==> config.mk <==
export PLATFORM = sky130hd
export DESIGN_NAME = nibble_serial_subtractor
export DESIGN_NICKNAME = d
export VERILOG_FILES = /design/src/rtl/nibble_serial_subtractor.sv
export SDC_FILE = /design/constraint.sdc
export NUM_CORES = 1
export LEC_CHECK = 0
export BUFFER_PORTS_ARGS = -buffer_cell sky130_fd_sc_hd__buf_2
export CORE_AREA = 2 2 73 93
export DETAILED_ROUTE_END_ITERATION = 10
export DIE_AREA = 0 0 75 95
export GPL_TIMING_DRIVEN = 0
export HOLD_SLACK_MARGIN = 0.05
export PLACE_DENSITY = 0.77
export SLEW_MARGIN = 20
export SYNTH_ARGS = -nofsm -noshare
export SYNTH_HDL_FRONTEND = slang
export SYNTH_SLANG_ARGS = --single-unit
==> constraint.sdc <==
create_clock -name clk -period 1.35 [get_ports clk]
set_input_delay 0.27 -clock clk [delete_from_list [all_inputs] [get_ports clk]]
set_output_delay 0.27 -clock clk [all_outputs]
set_load 0.02 [all_outputs]
==> src/rtl/nibble_serial_subtractor.sv <==
// nibble_serial_subtractor
// ------------------------
// Performs a wide subtraction on an external 4-bit parallel subtractor by
// feeding it one operand slice per clock, LSB nibble first. The borrow is
// chained between slices. The returned difference nibbles are gathered into
// a WIDTH-bit result.
//
// Ports:
//   clk            rising-edge clock
//   rst            synchronous reset, active-high; overrides every other input
//   start          begin an operation (only sampled while idle)
//   op_a, op_b     minuend / subtrahend, latched when start is accepted
//   bin            initial borrow-in, latched when start is accepted
//   busy           an operation is in progress
//   done           one-cycle completion pulse
//   diff           (op_a - op_b - bin) mod 2^WIDTH, updated only at completion
//   bout           final borrow-out (op_a < op_b + bin)
//   sub_a, sub_b   current operand slices to the external subtractor
//   sub_ci         current borrow-in to the external subtractor
//   sub_d, sub_co  difference nibble / borrow-out returned by the subtractor
//
// WIDTH must be a multiple of 4 and at least 4.

module nibble_serial_subtractor #(
    parameter int WIDTH = 16
) (
    input  logic             clk,
    input  logic             rst,
    input  logic             start,
    input  logic [WIDTH-1:0] op_a,
    input  logic [WIDTH-1:0] op_b,
    input  logic             bin,
    output logic             busy,
    output logic             done,
    output logic [WIDTH-1:0] diff,
    output logic             bout,
    output logic [3:0]       sub_a,
    output logic [3:0]       sub_b,
    output logic             sub_ci,
    input  logic [3:0]       sub_d,
    input  logic             sub_co
);

    localparam int NIB   = WIDTH / 4;
    // A single-slice instance still needs a one-bit index register.
    localparam int IDX_W = (NIB > 1) ? $clog2(NIB) : 1;

    localparam logic [IDX_W-1:0] IDX_ZERO = {IDX_W{1'b0}};
    localparam logic [IDX_W-1:0] IDX_ONE  = IDX_W'(1);
    localparam logic [IDX_W-1:0] IDX_LAST = IDX_W'(NIB - 1);

    typedef enum logic [0:0] {
        ST_IDLE = 1'b0,
        ST_RUN  = 1'b1
    } state_t;

    // Returns nibble number sel of word. A shift is used instead of an
    // indexed part-select so that the index width never has to match the
    // word width exactly, including when WIDTH is 4.
    function automatic logic [3:0] get_nibble(input logic [WIDTH-1:0] word,
                                              input logic [IDX_W-1:0] sel);
        logic [WIDTH-1:0] shifted;
        shifted = word >> {sel, 2'b00};
        return shifted[3:0];
    endfunction

    // Returns word with nibble number sel replaced by nib.
    function automatic logic [WIDTH-1:0] put_nibble(input logic [WIDTH-1:0] word,
                                                    input logic [IDX_W-1:0] sel,
                                                    input logic [3:0]       nib);
        logic [WIDTH-1:0] mask;
        logic [WIDTH-1:0] ins;
        mask = WIDTH'(4'hF) << {sel, 2'b00};
        ins  = WIDTH'(nib) << {sel, 2'b00};
        return (word & ~mask) | ins;
    endfunction

    state_t           state_r;
    state_t           state_next_s;
    logic [IDX_W-1:0] idx_r;
    logic [WIDTH-1:0] a_r;
    logic [WIDTH-1:0] b_r;
    logic             brw_r;
    logic [WIDTH-1:0] acc_r;
    logic [WIDTH-1:0] acc_next_s;
    logic [WIDTH-1:0] diff_r;
    logic             bout_r;
    logic             done_r;
    logic             accept_s;
    logic             last_s;

    // State register.
    always_ff @(posedge clk) begin
        if (rst) begin
            state_r <= ST_IDLE;
        end else begin
            state_r <= state_next_s;
        end
    end

    // Next-state logic, start acceptance and last-slice detection.
    always_comb begin
        state_next_s = state_r;
        accept_s     = 1'b0;
        last_s       = 1'b0;
        case (state_r)
            ST_IDLE: begin
                if (start) begin
                    accept_s     = 1'b1;
                    state_next_s = ST_RUN;
                end else begin
                    state_next_s = ST_IDLE;
                end
            end
            ST_RUN: begin
                if (idx_r == IDX_LAST) begin
                    last_s       = 1'b1;
                    state_next_s = ST_IDLE;
                end else begin
                    state_next_s = ST_RUN;
                end
            end
            default: begin
                state_next_s = ST_IDLE;
            end
        endcase
    end

    // Current slice to the external subtractor. Outputs are forced to zero
    // when idle so that the subtractor sees quiet inputs.
    always_comb begin
        sub_a  = 4'h0;
        sub_b  = 4'h0;
        sub_ci = 1'b0;
        if (state_r == ST_RUN) begin
            sub_a  = get_nibble(a_r, idx_r);
            sub_b  = get_nibble(b_r, idx_r);
            sub_ci = brw_r;
        end else begin
            sub_a  = 4'h0;
            sub_b  = 4'h0;
            sub_ci = 1'b0;
        end
    end

    // The accumulator with the returned nibble merged in. At the last slice
    // this value is the complete result, so diff never shows a partial value.
    always_comb begin
        acc_next_s = put_nibble(acc_r, idx_r, sub_d);
    end

    // Operand latches, borrow chain, slice index, result and done pulse.
    always_ff @(posedge clk) begin
        if (rst) begin
            a_r    <= {WIDTH{1'b0}};
            b_r    <= {WIDTH{1'b0}};
            brw_r  <= 1'b0;
            idx_r  <= IDX_ZERO;
            acc_r  <= {WIDTH{1'b0}};
            diff_r <= {WIDTH{1'b0}};
            bout_r <= 1'b0;
            done_r <= 1'b0;
        end else begin
            done_r <= last_s;
            if (accept_s) begin
                a_r   <= op_a;
                b_r   <= op_b;
                brw_r <= bin;
                idx_r <= IDX_ZERO;
                acc_r <= {WIDTH{1'b0}};
            end else if (state_r == ST_RUN) begin
                acc_r <= acc_next_s;
                brw_r <= sub_co;
                idx_r <= idx_r + IDX_ONE;
                if (last_s) begin
                    diff_r <= acc_next_s;
                    bout_r <= sub_co;
                end
            end
        end
    end

    assign busy = (state_r == ST_RUN);
    assign done = done_r;
    assign diff = diff_r;
    assign bout = bout_r;

endmodule

* Word-level counts from Yosys, hierarchy flattened
Index checks and enable logic that the tools add are counted.
Operators by class: add/sub/neg operators 1, equal/unequal tests 1, shift-type cells 4, multiplexer cells 11, bitwise gates (word level) 5, reductions and logical operators 3
Operators by type and width (number):
- $shr 16x4->4 | 2
- $and 16x16->16 | 1
- $not 16->16 | 1
- $or 16x16->16 | 1
- $shl 4x4->16 | 1
- $shl 4x4->16 const A | 1
- $mux 1 | 8
- $mux 4 | 2
- $reduce_and 3->1 | 1
- $add 2x1->2 const B | 1
- $eq 2x2->1 const B | 1
- $not 1->1 | 2
- $pmux 1 s2 | 1
- $reduce_bool 2->1 | 1
- $reduce_or 2->1 | 1
Storage, ports and cells: register bits after elaboration 70, input bits 41, output and inout port bits 28, word-level logic and storage cells 34

* Longest topological paths before layout
depth after elaboration 4, depth in mapped cells 7, depth with buffers taken out 5

* Worst setup path before layout
Ideal clock, no wire load.
path type reg2out, from reg state_r, in the netlist busy, to out sub_a[0], arrival 1260 ps, data required time 1080 ps, path slack -180 ps, cell stages (with the launch flop) 4, buffers on the path 1, path through dfxtp_1 -> buf_2 -> nand2_1 -> o22ai_1
Between the ends: word-level cells in the longest chain between the ends 1
Ends and longest elaborated chain:
- from (decl) | line 78 | state_t state_r;
- from (signal assigned) | line 97 | state_r <= state_next_s;
- $mux 4 | line 135 | if (state_r == ST_RUN) begin
- to (decl) | line 37 | output logic [3:0] sub_a,
Every way passes these cells.

* Final worst setup path
from reg idx_r[0], to out sub_a[3]
Between the ends: word-level cells in the longest chain between the ends 2
Ends and longest elaborated chain:
- from (decl) | line 80 | logic [IDX_W-1:0] idx_r;
- from (signal assigned) | line 174 | idx_r <= idx_r + IDX_ONE;
- $shr 16x4->4 | line 63 | shifted = word >> {sel, 2'b00};
- $mux 4 | line 135
Every way passes these cells.

==> impl_metrics.json <==
{
  "status": "finished with violations",
  "violations": "negative setup slack",
  "drc_errors": 0,
  "max_cap_violations": 0,
  "routedWlPerCell_um": 19.0,
  "final_cells": 530,
  "firstDrtPassIters": 4,
  "drt_iter0_markers": 192,
  "ctsHoldBuffers": 0,
  "vias": 2948,
  "leakagePower_uw": 0.00178,
  "rows": 33,
  "drive_above_1_share_pct": 43.6,
  "p_per_area_mw_per_mm2": 1000,
  "max_slew_margin_pct": 56.4,
  "nets": 484,
  "arrival_ns": 1.53,
  "required_ns": 1.08,
  "worst_setup_path_start_kind": "register",
  "gr-usage-all-layers_pct": 25.3,
  "grt_pass1_vias": 2748,
  "finalWorstPathRequiredPeriod_ns": 1.80,
  "syn_avg_cell_area_um2": 8.57,
  "fp.dieArea_mm2": 0.00713,
  "finalHoldViolCount": 0,
  "vias_per_cell": 5.56,
  "port_buffers": 63,
  "path_cells": "buf_12, buf_16, mux2i_4, o22ai_4, buf_6",
  "synth_seq_cells": 70,
  "cts_tree": "yes",
  "netlist_instances": 342,
  "path_class": "reg2out",
  "ioPinCount": 69,
  "dp_cells": 492,
  "cp-end-kind": "output pin",
  "clock_path_buffers": 2,
  "hold_path_class": "in2reg",
  "cp_max_fo": 8,
  "ir_worst_vdd_v": 0.000724,
  "h-tree-depth": 3,
  "layout_common_cells": "nand2_1, dfxtp_1, buf_2",
  "worst_pin_slew_ns": 0.655,
  "finalMaxSlewViolations": 0,
  "cts_inserted_buffers": 9,
  "yosysTopAreaCell": "dfxtp_1",
  "yosys.area.top_type_share_pct": 47.8,
  "syn-cell-area_mm2": 0.00293,
  "drt_wl_total_mm": 10.1,
  "gp_congestion": 0.868,
  "grt_start_max_net_pins": 13,
  "initial_core_util_pct": 46.4,
  "root_buffer": "clkbuf_8",
  "grt-ovfl-total": 0,
  "ant_nets": 0,
  "clock-sinks": 70,
  "post-place-ws_ns": -0.300,
  "dieWidth_um": 75,
  "grt_pass1_wl_mm": 13.3,
  "clk_pin_slew_worst_paths_ns": 0.08,
  "setup_viol": 37,
  "crit_slowest_cell": "dfxtp_4",
  "synth_top_cells_by_area": "dfxtp_1, nand2_1, mux2i_1, a21oi_1, a221oi_1",
  "clock_latency_ns": 0.35,
  "n_antenna_cell": 0,
  "period_share_pct": 133,
  "rsz0062_at_grt": "yes",
  "yosysWarnings": 0,
  "hpwl_mm": 5.34,
  "synth_nets": 388,
  "utilization_pct": 72.7,
  "max_freq_mhz": 557,
  "fin_hold_ws_ns": 0.147,
  "die_y_um": 95,
  "worst_slack_ns": -0.445,
  "area_delta_synth_final_pct": 56.6,
  "antenna_found_initial": 0,
  "core_mm2": 0.00632,
  "cpPeakStageDelay_ns": 0.36,
  "yosysUniqueCellTypes": 21,
  "fin_skew_ns": 0.00787,
  "total_power_uw": 4590,
  "yosysSeqAreaShare_pct": 47.8
}
==> critical path: cells and delay by family (launching register included) <==
kind                   cells  cell delay (ns)
buffers and inverters      3             0.44
flip-flops                 1             0.36
multiplexers               1             0.20
AO/OA/AOI/OAI              1             0.17
==> kinds of logic (layout without fill, tap and decap cells) <==
| logic type | Yosys count | count (layout) | share of synthesized area (%) |
|---|---|---|---|
| fa+ha+maj | 5 | 5 | 2.13 |
| mux | 18 | 18 | 6.15 |
| buf+inv | 37 | 138 | 7.17 |
| simple gates | 136 | 136 | 19.2 |
| compound gates | 75 | 75 | 17.2 |
| xor+xnor | 1 | 1 | 0.299 |
| flops | 70 | 70 | 47.8 |
==> power by group <==
group          internal [uW]  total [uW]  switching, uW
sequential              2130        2210           72.3
clock                    706        1550            841
combinational            391         836            445
total                   3230        4590           1360
==> what timing repair did <==
action	CTS	global route
buffers inserted	11	10
resized for setup	90	42
endpoints found under the setup margin	36	72
pin swaps	11	19
gates cloned	1	4
==> path summary, 6_finish.rpt <==
path | depth (start not counted) | from | slack, ns | to
setup / recovery | 5 | idx_r[0] | -0.45 | sub_a[3]
hold / removal | 3 | op_b[11] | 0.15 | b_r[11]
setup reg to reg | 8 | idx_r[0] | -0.15 | diff[2]
hold reg to reg | 2 | b_r[11] | 0.48 | b_r[11]
==> state kept, by name, summed over array words and instances (netlist names) <==
name / flops
idx_r: 2
b_r: 16
diff: 16
done: 1
brw_r: 1
a_r: 16
busy: 1
acc_r: 16
bout: 1
==> area by class of cell <==
cell class,instances,area (um^2)
inverter,6,38.8
fill,428,1730
clock buffer,10,138
tap,87,109
clock inverter,6,37.5
timing repair buffer,86,684
sequential,70,1410
multi-input combinational,235,1880
buffer,30,293
==> cell usage after synthesis <==
master	instances
o22ai_1	8
dfxtp_1	70
nor2b_1	4
buf_2	9
a21oi_1	34
mux2i_1	18
a32oi_1	16
ha_1	5
nor2_1	35
nor3_1	16
o21ai_0	1
a221oi_1	16
xnor2_1	1
buf_4	6
and2_1	3
nor2_4	1
buf_6	5
inv_1	6
nand2_1	74
clkbuf_1	11
nand2b_1	3
==> layer usage <==
metal	global-route usage (%)	routed length (um)	vias to the layer above
li1	-	-	1391
met1	29.0	3780	1390
met2	44.3	5480	136
met3	4.16	538	31
met4	12.5	281	0
met5	0	0	-
==> through the flow <==
stage | TNS (ns) | instance area (um^2)
floorplan | -0.146 | 3120
global placement | -4.44 | 3540
detailed placement | -5.37 | 3540
CTS | -4.64 | 4260
global route | -6.90 | 4590
finish | -5.19 | 4590
(Power assumes the default switching activity.)
